### config.mk
export PLATFORM = sky130hd
export DESIGN_NAME = pdm_cic_decimator
export DESIGN_NICKNAME = d
export VERILOG_FILES = /design/src/rtl/pdm_pkg.sv /design/src/rtl/decim_strobe_gen.sv /design/src/rtl/pdm_cic_decimator.sv
export SDC_FILE = /design/constraint.sdc
export NUM_CORES = 1
export LEC_CHECK = 0
export CAP_MARGIN = 40
export CORE_MARGIN = 2
export CORE_UTILIZATION = 57
export DETAILED_ROUTE_END_ITERATION = 16
export GPL_TIMING_DRIVEN = 0
export HOLD_SLACK_MARGIN = 0.08
export PLACE_DENSITY_LB_ADDON = 0.2
export REMOVE_ABC_BUFFERS = 1
export SLEW_MARGIN = 20
export SYNTH_ARGS = -nofsm -noshare
export SYNTH_HDL_FRONTEND = slang
export SYNTH_HIERARCHICAL = 1
export SYNTH_SLANG_ARGS = --single-unit
### constraint.sdc
create_clock -name clk -period 6.1 [get_ports clk]
set_clock_uncertainty 0.1 [all_clocks]
set_input_delay 0.61 -clock clk [delete_from_list [all_inputs] [get_ports clk]]
set_output_delay 0.61 -clock clk [all_outputs]
set_load 0.02 [all_outputs]
### src/rtl/pdm_pkg.sv
// rtl/pdm_pkg.sv - shared constants and sizing helper for the PDM decimation chain
//
// Purpose: default CIC geometry and the register-width rule, so downstream
//          half-band blocks can size their inputs from the same source.
// Contents:
//   CIC_N_STAGES  default number of integrator/comb stages
//   CIC_R_LOG2    default log2 of the CIC decimation ratio
//   cic_out_w()   Hogenauer width: 1 + N*log2(R) for differential delay 1
package pdm_pkg;

  localparam int CIC_N_STAGES = 4;
  localparam int CIC_R_LOG2   = 4;

  // Width that holds R**N exactly; integrators may wrap at this width
  // while the comb differences stay exact.
  function automatic int cic_out_w(input int n_stages, input int r_log2);
    return 1 + n_stages * r_log2;
  endfunction

endpackage

### src/rtl/decim_strobe_gen.sv
// rtl/decim_strobe_gen.sv - free-running decimation strobe generator
//
// Purpose: counts 0..2**R_LOG2-1 and flags the last count, giving a
//          one-cycle enable every 2**R_LOG2 clocks on a single clock domain.
// Ports:
//   clk     system clock
//   rst     synchronous, active-high reset (counter clears to 0)
//   strobe  high while the counter sits at its terminal count
module decim_strobe_gen #(
  parameter int R_LOG2 = 4
) (
  input  logic clk,
  input  logic rst,
  output logic strobe
);

  logic [R_LOG2-1:0] cnt;

  // Natural binary wrap at the terminal count, so the wrap and the strobe
  // fall on the same edge.
  always_ff @(posedge clk) begin
    if (rst) begin
      cnt <= '0;
    end else begin
      cnt <= cnt + 1'b1;
    end
  end

  assign strobe = (cnt == {R_LOG2{1'b1}});

endmodule

### src/rtl/pdm_cic_decimator.sv
// rtl/pdm_cic_decimator.sv - single-clock CIC decimator, 1-bit PDM to PCM
//
// Purpose: N-stage Hogenauer CIC, decimation ratio 2**R_LOG2, differential
//          delay 1. Integrators run every clock; the comb section and the
//          output register advance only on the decimation strobe.
// Ports:
//   clk      system clock at the PDM bit rate
//   rst      synchronous, active-high reset; clears all state
//   x_in     PDM bit, treated as unsigned 0/1
//   y_out    decimated unsigned sample, 0..R**N_STAGES
//   y_valid  one-cycle pulse coincident with each new y_out
module pdm_cic_decimator
  import pdm_pkg::*;
#(
  parameter  int N_STAGES = CIC_N_STAGES,
  parameter  int R_LOG2   = CIC_R_LOG2,
  localparam int OUT_W    = cic_out_w(N_STAGES, R_LOG2)
) (
  input  logic             clk,
  input  logic             rst,
  input  logic             x_in,
  output logic [OUT_W-1:0] y_out,
  output logic             y_valid
);

  logic             strobe;
  logic [OUT_W-1:0] integ  [N_STAGES];
  logic [OUT_W-1:0] comb_c [N_STAGES+1];

  decim_strobe_gen #(
    .R_LOG2(R_LOG2)
  ) u_strobe (
    .clk   (clk),
    .rst   (rst),
    .strobe(strobe)
  );

  // Integrator chain. Each stage adds the registered value of the previous
  // stage, so the chain is pipelined. Modulo wrap is deliberate.
  for (genvar k = 0; k < N_STAGES; k++) begin : gen_integ
    logic [OUT_W-1:0] acc;
    logic [OUT_W-1:0] addend;

    if (k == 0) begin : gen_first
      assign addend = {{(OUT_W-1){1'b0}}, x_in};
    end else begin : gen_rest
      assign addend = integ[k-1];
    end

    always_ff @(posedge clk) begin
      if (rst) begin
        acc <= '0;
      end else begin
        acc <= acc + addend;
      end
    end

    assign integ[k] = acc;
  end

  // Comb chain: combinational modulo subtracts against the delay registers,
  // which capture each stage input only on the strobe.
  assign comb_c[0] = integ[N_STAGES-1];

  for (genvar k = 0; k < N_STAGES; k++) begin : gen_comb
    logic [OUT_W-1:0] dly;

    always_ff @(posedge clk) begin
      if (rst) begin
        dly <= '0;
      end else if (strobe) begin
        dly <= comb_c[k];
      end
    end

    assign comb_c[k+1] = comb_c[k] - dly;
  end

  always_ff @(posedge clk) begin
    if (rst) begin
      y_out   <= '0;
      y_valid <= 1'b0;
    end else begin
      y_valid <= strobe;
      if (strobe) begin
        y_out <= comb_c[N_STAGES];
      end
    end
  end

endmodule

# Word level (Yosys, flattened, before mapping)
# Index checks and enable logic that the tools add are counted.
[op_classes]
add_sub_neg = 9
mul = 0
div_mod_pow = 0
order_cmp = 0
n_eq_ne = 1
shifts = 0
muxes = 0
bitwise = 0
n_reduce_logical = 0
[ops]
columns = ["cell", "n"]
rows = [
  ["$sub A17 B17 Y17", 4],
  ["$add A17 B17 Y17", 3],
  ["$add A17 B1 Y17", 1],
  ["$add A4 B1 Y4 const B", 1],
  ["$eq A4 B4 Y1 const B", 1],
]
[word_totals]
reg_bits = 158
latch_bits = 0
mem_bits_rw = 0
mem_bits_ro = 0
out_inout_bits = 18
elab_cells = 21
memories = 0

# Logic depth before layout (Yosys ltp)
# Gate-level depths: netlist of the first run.
[logic_depth]
ltp_word = 4
ltp_mapped = 30

# By module
# The synthesis of the first run kept the hierarchy.
[modules_own_cells]
columns = ["mod", "instances", "cells_per_inst", "area_per_inst_um2"]
rows = [
  ["pdm_cic_decimator", 1, 1204, 10132.2],
  ["decim_strobe_gen", 1, 14, 152.6],
]

# Least setup slack after synthesis of the first run
# OpenSTA, ideal clock, no wires.
[synth_path]
kind = "register -> register"
startpoint = "register gen_integ[3].acc[0]"
endpoint = "register y_out[16]"
setup_time_ps = 122
arrival_time_ps = 5649
required_ps = 5878
setup_slack_ps = 229
stages_incl_launch_ff = 30
n_path_buf = 0
period_less_slack_ps = 5871
cell_sequence = "dfxtp_1 inv_1 ha_1 inv_1 fa_1 a211oi_1 o21ai_0 a21oi_1 xnor2_1 ha_1 and2_1 a41o_1 or2_2 a21oi_1 xnor2_1 ha_1 nand2_1 o21ai_0 nor2_1 a21oi_1 nor2_1 xnor2_1 ha_1 a21o_1 a21oi_1 a21boi_0 o21bai_1 xor2_1 and3_1 a311o_1"
[synth_lines]
columns = ["item", "line", "text"]
rows = [
  ["start, declared", "pdm_cic_decimator.sv:41", "logic [OUT_W-1:0] acc;"],
  ["start signal, assigned", "pdm_cic_decimator.sv:54", "acc <= acc + addend;"],
  ["end signal, assigned", "pdm_cic_decimator.sv:86", "y_out <= comb_c[N_STAGES];"],
  ["end, declared", "pdm_cic_decimator.sv:22", "output logic [OUT_W-1:0] y_out,"],
]

==> results of run 1 <==
[final timing paths]
| kind | start | endpoint | slack [ps] | depth (start not counted) |
|---|---|---|---|---|
| max | gen_integ[3].acc[0] | y_out[16] | 260 | 30 |
| min | u_strobe/cnt[0] | u_strobe/cnt[0] | 350 | 1 |
| max reg2reg | gen_integ[3].acc[0] | y_out[16] | 260 | 30 |
| min reg2reg | u_strobe/cnt[0] | u_strobe/cnt[0] | 350 | 1 |
[repair_timing]
action,in CTS,in global routing
endpoints found under the hold margin,0,0
pin swaps,5,20
setup endpoints to repair,3,3
setup buffers,3,6
resized for setup,11,24
[final cells by class]
cell class	count	share of cell area (%)
sequential	158	27.4
inverter	102	3.32
timing repair buffer	32	2.97
multi-input combinational	923	58.2
tap	229	2.48
clock buffer	23	4.23
clock inverter	9	1.34
[registers in the layout, summed over array words and instances, names as in the netlist]
register / cells
y_valid: 1
gen_comb.dly: 68
u_strobe/cnt: 4
gen_integ.acc: 68
y_out: 17
[worst max-delay path, delay by kind of cell, from the launching register on]
kind	cells	cell delay [ps]
AOI/OAI and AO/OA	12	2160
and+or+nand+nor	7	860
DFF	1	330
adders and majority gates	5	1560
buffers and inverters	2	120
xor gates and xnor gates	4	640
[stage by stage]
stage                     hold WS [ps]  TNS (ps)  worst slack, ps  util (%)  instances
after floorplan                    315         0              229         -       1183
after global placement             329    -31630            -2530      59.6       1432
after detailed placement           341      -507             -507      60.1       1435
after CTS                          353         0             17.8      64.0       1470
after global routing               370     -30.5            -30.5      64.7       1476
final                              354         0              259      64.7       1476
[kinds of logic (layout without fill, tap and decap cells)]
| logic type | count (synthesis) | after routing | synth area share (%) |
|---|---|---|---|
| simple gates | 385 | 385 | 17.6 |
| buf+inv | 137 | 166 | 5.00 |
| flops | 158 | 158 | 30.8 |
| compound gates | 253 | 253 | 16.5 |
| fa+ha+maj | 122 | 122 | 15.4 |
| mux | 63 | 63 | 6.18 |
| xor+xnor | 100 | 100 | 8.59 |
[synth_stat cells (all sizes together) (3+ instances only)]
master | n | area (µm²)
a2111oi | 3 | 63.8
a211oi | 21 | 163
a21boi | 6 | 45.0
a21o | 33 | 248
a21oi | 72 | 360
a311oi | 3 | 32.5
a31oi | 12 | 75.1
a41o | 3 | 31.3
a41oi | 4 | 35.0
and2 | 4 | 25.0
and3 | 17 | 115
buf | 13 | 48.8
clkbuf | 22 | 82.6
dfxtp | 158 | 3160
fa | 7 | 140
ha | 115 | 1440
inv | 102 | 383
mux2i | 62 | 621
nand2 | 62 | 233
nand2b | 11 | 68.8
nand3 | 25 | 125
nand3b | 5 | 37.5
nand4 | 9 | 56.3
nor2 | 162 | 608
nor2b | 21 | 131
nor3 | 39 | 195
nor3b | 5 | 37.5
nor4 | 4 | 25.0
o211ai | 7 | 52.6
o21a | 8 | 60.1
o21ai | 44 | 220
o21bai | 6 | 45.0
o311ai | 5 | 43.8
o31ai | 6 | 45.0
or2 | 3 | 18.8
or3 | 10 | 63.8
or4 | 3 | 22.5
xnor2 | 61 | 534
xor2 | 39 | 349
[layer usage]
| metal | GRT usage, % | part of all wire (%) | vias to the layer above |
|---|---|---|---|
| met5 | 0 | 0 | - |
| met4 | 5.32 | 1.2 | 0 |
| met3 | 3.91 | 2.3 | 22 |
| met2 | 37.5 | 51 | 92 |
| met1 | 22.6 | 46 | 3747 |
| li1 | - | - | 4306 |
==> run_results.csv, run 1 <==
group,metric,value,unit
global_route,grt_max_degree,99,
yosys,synth_ff_type,"dfxtp_1",
clocking,clk-insertion-delay-late,430,ps
floorplanning,pin_count,21,
layout,syn_to_final_growth,12.2,%
clocking,cts-root-buf,"clkbuf_16",
clocking,cts.clk_slew.worst_paths,60,ps
timing,final-setup-viol-count,0,
timing,fin_crit_sh,95.8,%
route,drt-pass1-iter-count,4,
placed_design,gp_congestion,0.855,
layout,final_common_cell,"nor2_1",
placed_design,port_buffers,20,
layout,multi_input_area,6720,µm²
yosys,synthArstFlopShare,0,%
route,routed_via_density,5.53,
worst_setup_path,cp_max_fo,3,
timing,layout_min_cycle_time,5840,ps
worst_setup_path,cp_common_cell,"nor2_1",
layout,fin_nets,1359,
floorplanning,fp.dieW,138,µm
clocking,clockBufferDepth,2,
global_route,grtUsageTotal,19.8,%
hold_path,hp-class,"flip-flop to flip-flop",
placed_design,dpl.hpwl,13200,µm
timing,max_slew.worst_pin.slew,717,ps
clocking,cts_inserted_buffers,17,
floorplanning,start_util,57.6,%
floorplanning,core-area,17800,µm²
placed_design,dpl_cell_area,10700,µm²
worst_setup_path,worstPathRequired,6320,ps
layout,layout-drive-gt1-share,6.74,%
worst_setup_path,critPathArrivalTime,6060,ps
route,drt_wl_total,18900,µm
yosys,ys_ff_latch,158,
route,wire_per_inst,12.8,µm
clocking,htree_levels,4,
yosys,syn_area,10300,µm²
clocking,holdBufCountCts,0,
clocking,cts_sinks,158,
layout,seqCellArea,3170,µm²
timing,clock.fmax,0.171,GHz
yosys,seq_area_frac_synth,30.8,%
layout,fill_cells,1535,
route,num_vias,8167,
yosys,syn_inst,1218,
layout,final_cell_mix,"nor2_1 (161), dfxtp_1 (156), ha_1 (112)",
global_route,overflow,0,
global_route,grt_pass1_wl,32500,µm
floorplanning,die_h,138,µm
route,drtIter0Drc,297,
worst_setup_path,cp_slowest_cell,"fa_2",
status,status,"finished, final reports clean",
global_route,first_global_vias,7543,
worst_setup_path,start_kind,"flip-flop",
flow_run,drv_cap,0,
global_route,antenna_found_initial,0,
yosys,synth_cell_type_count,67,
worst_setup_path,path_class,"flip-flop to flip-flop",
worst_setup_path,max_stage_delay,410,ps
yosys,syn_avg_cell_area,8.44,µm²
timing,finalMaxSlewViolations,0,
layout,stdcell_area,11500,µm²
route,antenna_left,0,
timing,hold_viol,0,
worst_setup_path,endpoint_kind,"flip-flop",
route,post-route-drc-count,0,
yosys,yosys_warnings,6,
floorplanning,rows,49,
layout,antenna-diode-count,0,
clocking,cts_tree,"built",
timing,relSlewSlack,52.2,%
floorplanning,dieArea,19100,µm²
yosys,synth_edf_count,0,
Power of run 1 is left out: the tool's default activity adds up to more than one toggle a clock period on the data nets, which glitch-free logic cannot reach.
==> run 2, diff against run 1 <==
SYNTH_HIERARCHICAL = default   (was 1)
==> run_results.csv, run 2 <==
group,metric,value,unit
status,status,"finished, final reports clean",
timing,setup_slack,160,ps
yosys,synth_top_area_share,32.0,%
floorplanning,pin_count,21,
worst_setup_path,critPathArrivalTime,6210,ps
yosys,syn_area,9900,µm²
yosys,syn_avg_cell_area,8.00,µm²
floorplanning,core-area,17100,µm²
global_route,overflow,0,
yosys,seq_area_frac_synth,32.0,%
timing,relSlewSlack,63.9,%
worst_setup_path,start_kind,"flip-flop",
yosys,synth_cell_type_count,58,
clocking,cts_tree,"built",
global_route,grt_max_degree,101,
placed_design,gp_congestion,0.839,
route,drtIter0Drc,280,
timing,fin_crit_sh,97.4,%
route,antenna_left,0,
worst_setup_path,worstRegToRegCells,29,
worst_setup_path,cp_slowest_cell,"or4_1",
layout,fin_nets,1387,
yosys,synthArstFlopShare,0,%
floorplanning,fp.dieW,136,µm
global_route,grtUsageTotal,20.8,%
timing,hold_viol,0,
worst_setup_path,path_class,"flip-flop to flip-flop",
global_route,first_global_vias,7583,
clocking,htree_levels,4,
layout,multi_input_area,6540,µm²
yosys,synth_ff_type,"dfxtp_1",
layout,syn_to_final_growth,15.4,%
clocking,holdBufCountCts,0,
placed_design,dpl_worst_slack,-201,ps
yosys,synth_edf_count,0,
timing,max_slew.worst_pin.slew,535,ps
layout,fill_cells,1423,
yosys,syn_inst,1237,
timing,fin_tns_setup,0,ps
timing,clock.fmax,0.168,GHz
worst_setup_path,cp_max_fo,5,
worst_setup_path,max_stage_delay,520,ps
floorplanning,rows,48,
placed_design,port_buffers,20,
global_route,antenna_found_initial,0,
layout,final_cell_mix,"nand2_1 (161), dfxtp_1 (155), a21oi_1 (112)",
timing,whs,352,ps
layout,largestRegisters,"gen_comb.dly (68), gen_integ.acc (68), y_out (17)",
route,num_vias,8036,
clocking,cts.clk_slew.worst_paths,60,ps
yosys,yosysTopAreaCell,"dfxtp_1",
yosys,ys_ff_latch,158,
placed_design,dpl.hpwl,12300,µm
hold_path,hp-class,"flip-flop to flip-flop",
clocking,clk-insertion-delay-late,420,ps
floorplanning,die_h,136,µm
yosys,netlist_top_cells_area,"dfxtp_1 (32%), ha_1 (15%), a21oi_1 (6.3%)",
worst_setup_path,endpoint_kind,"flip-flop",
clocking,cts-root-buf,"clkbuf_16",
floorplanning,start_util,57.8,%
layout,antenna-diode-count,0,
layout,final_common_cell,"nand2_1",
yosys,synth.most_common_cell,"nand2_1",
layout,seqCellArea,3170,µm²
clocking,cts_sinks,158,
clocking,cts_inserted_buffers,17,
route,wire_per_inst,12.5,µm
timing,finalMaxSlewViolations,0,
floorplanning,dieArea,18400,µm²
timing,layout_min_cycle_time,5940,ps
route,drt-pass1-iter-count,6,
yosys,yosys_warnings,0,
layout,layout-drive-gt1-share,10.7,%
global_route,grt_pass1_wl,32000,µm
timing,rsz0062_at_grt,"true",
route,drt_wl_total,18800,µm
flow_run,drv_cap,0,
route,post-route-drc-count,0,
timing,final-setup-viol-count,0,
worst_setup_path,cp_common_cell,"a21oi_2",
clocking,clockBufferDepth,2,
yosys,synth_common_cells,"nand2_1 (163), dfxtp_1 (158), a21oi_1 (124)",
hold_path,min_path_cells,2,
worst_setup_path,worstPathRequired,6370,ps
route,routed_via_density,5.36,
[run 2: cell count changes after synthesis, moves of 7 or more]
cell	previous run	this run
a21o_1	33	18
mux2i_1	62	1
a21oi_1	72	124
buf_1	13	2
nand2_1	62	163
nor2_1	162	116
a21boi_0	6	13
nor2b_1	21	30
a31oi_1	12	5
nor3_1	39	27
clkbuf_1	22	39
[run 2: kinds of logic after synthesis]
group | synth area share (%)
and+or+nand+nor | 19.0
DFF | 32.0
adders and majority gates | 16.0
xor gates and xnor gates | 8.62
buffers and inverters | 5.61
muxes | 0.329
AOI/OAI and AO/OA | 18.5
[run 2: repair_timing]
action,CTS,global route
gates resized for setup,7,72
pin swaps,1,55
setup endpoints to repair,1,2
setup buffers,1,23
[run 2: final timing paths]
path                            from                 end  slack [ps]
hold reg to reg   gen_comb[2].dly[6]  gen_comb[2].dly[6]         350
hold / removal    gen_comb[2].dly[6]  gen_comb[2].dly[6]         350
setup / recovery  gen_comb[0].dly[1]           y_out[16]         160
setup reg to reg  gen_comb[0].dly[1]           y_out[16]         160
[run 2: layout make-up]
class                      instances  share of cell area [%]
clock inverter                    11                    1.03
sequential                       158                    27.7
inverter                         107                    3.52
tap                              225                    2.46
timing repair buffer              47                    4.06
clock buffer                      20                    4.00
multi-input combinational        931                    57.2
[run 2: routing by layer]
layer  routed length, µm  part of all wire, %  vias up  GRT usage [%]
met4                 242                  1.3        0           5.32
li1                    -                    -     4286              -
met5                   0                    0        -              0
met3                 451                  2.4       27           4.38
met1                8400                   45     3638           23.1
met2                9660                   51       85           40.0
[run 2: through the flow]
stage / utilization, % / instance area [µm²] / instances
global placement: 59.7 / 10200 / 1441
CTS: 63.9 / 10900 / 1476
detailed placement: 60.3 / 10300 / 1444
finish: 66.7 / 11400 / 1499
global route: 66.7 / 11400 / 1499
floorplan: - / 9740 / 1196
[run 2: critical path, delay by kind of cell (launching register included)]
| kind | cells | cell delay, ps |
|---|---|---|
| XOR/XNOR | 3 | 510 |
| adder cells (fa/ha/maj) | 4 | 1140 |
| AND/OR/NAND/NOR | 7 | 1260 |
| flip-flops | 1 | 320 |
| buffers and inverters | 2 | 180 |
| AO/OA/AOI/OAI | 13 | 2350 |
Power of run 2 is left out for the same reason.
==> run 3, diff against run 2 <==
SYNTH_HIERARCHICAL = 1   (was default)
==> results of run 3 <==
The final DEF is identical to that of run 1; final timing and power are the same.
Power of run 3 is left out for the same reason.
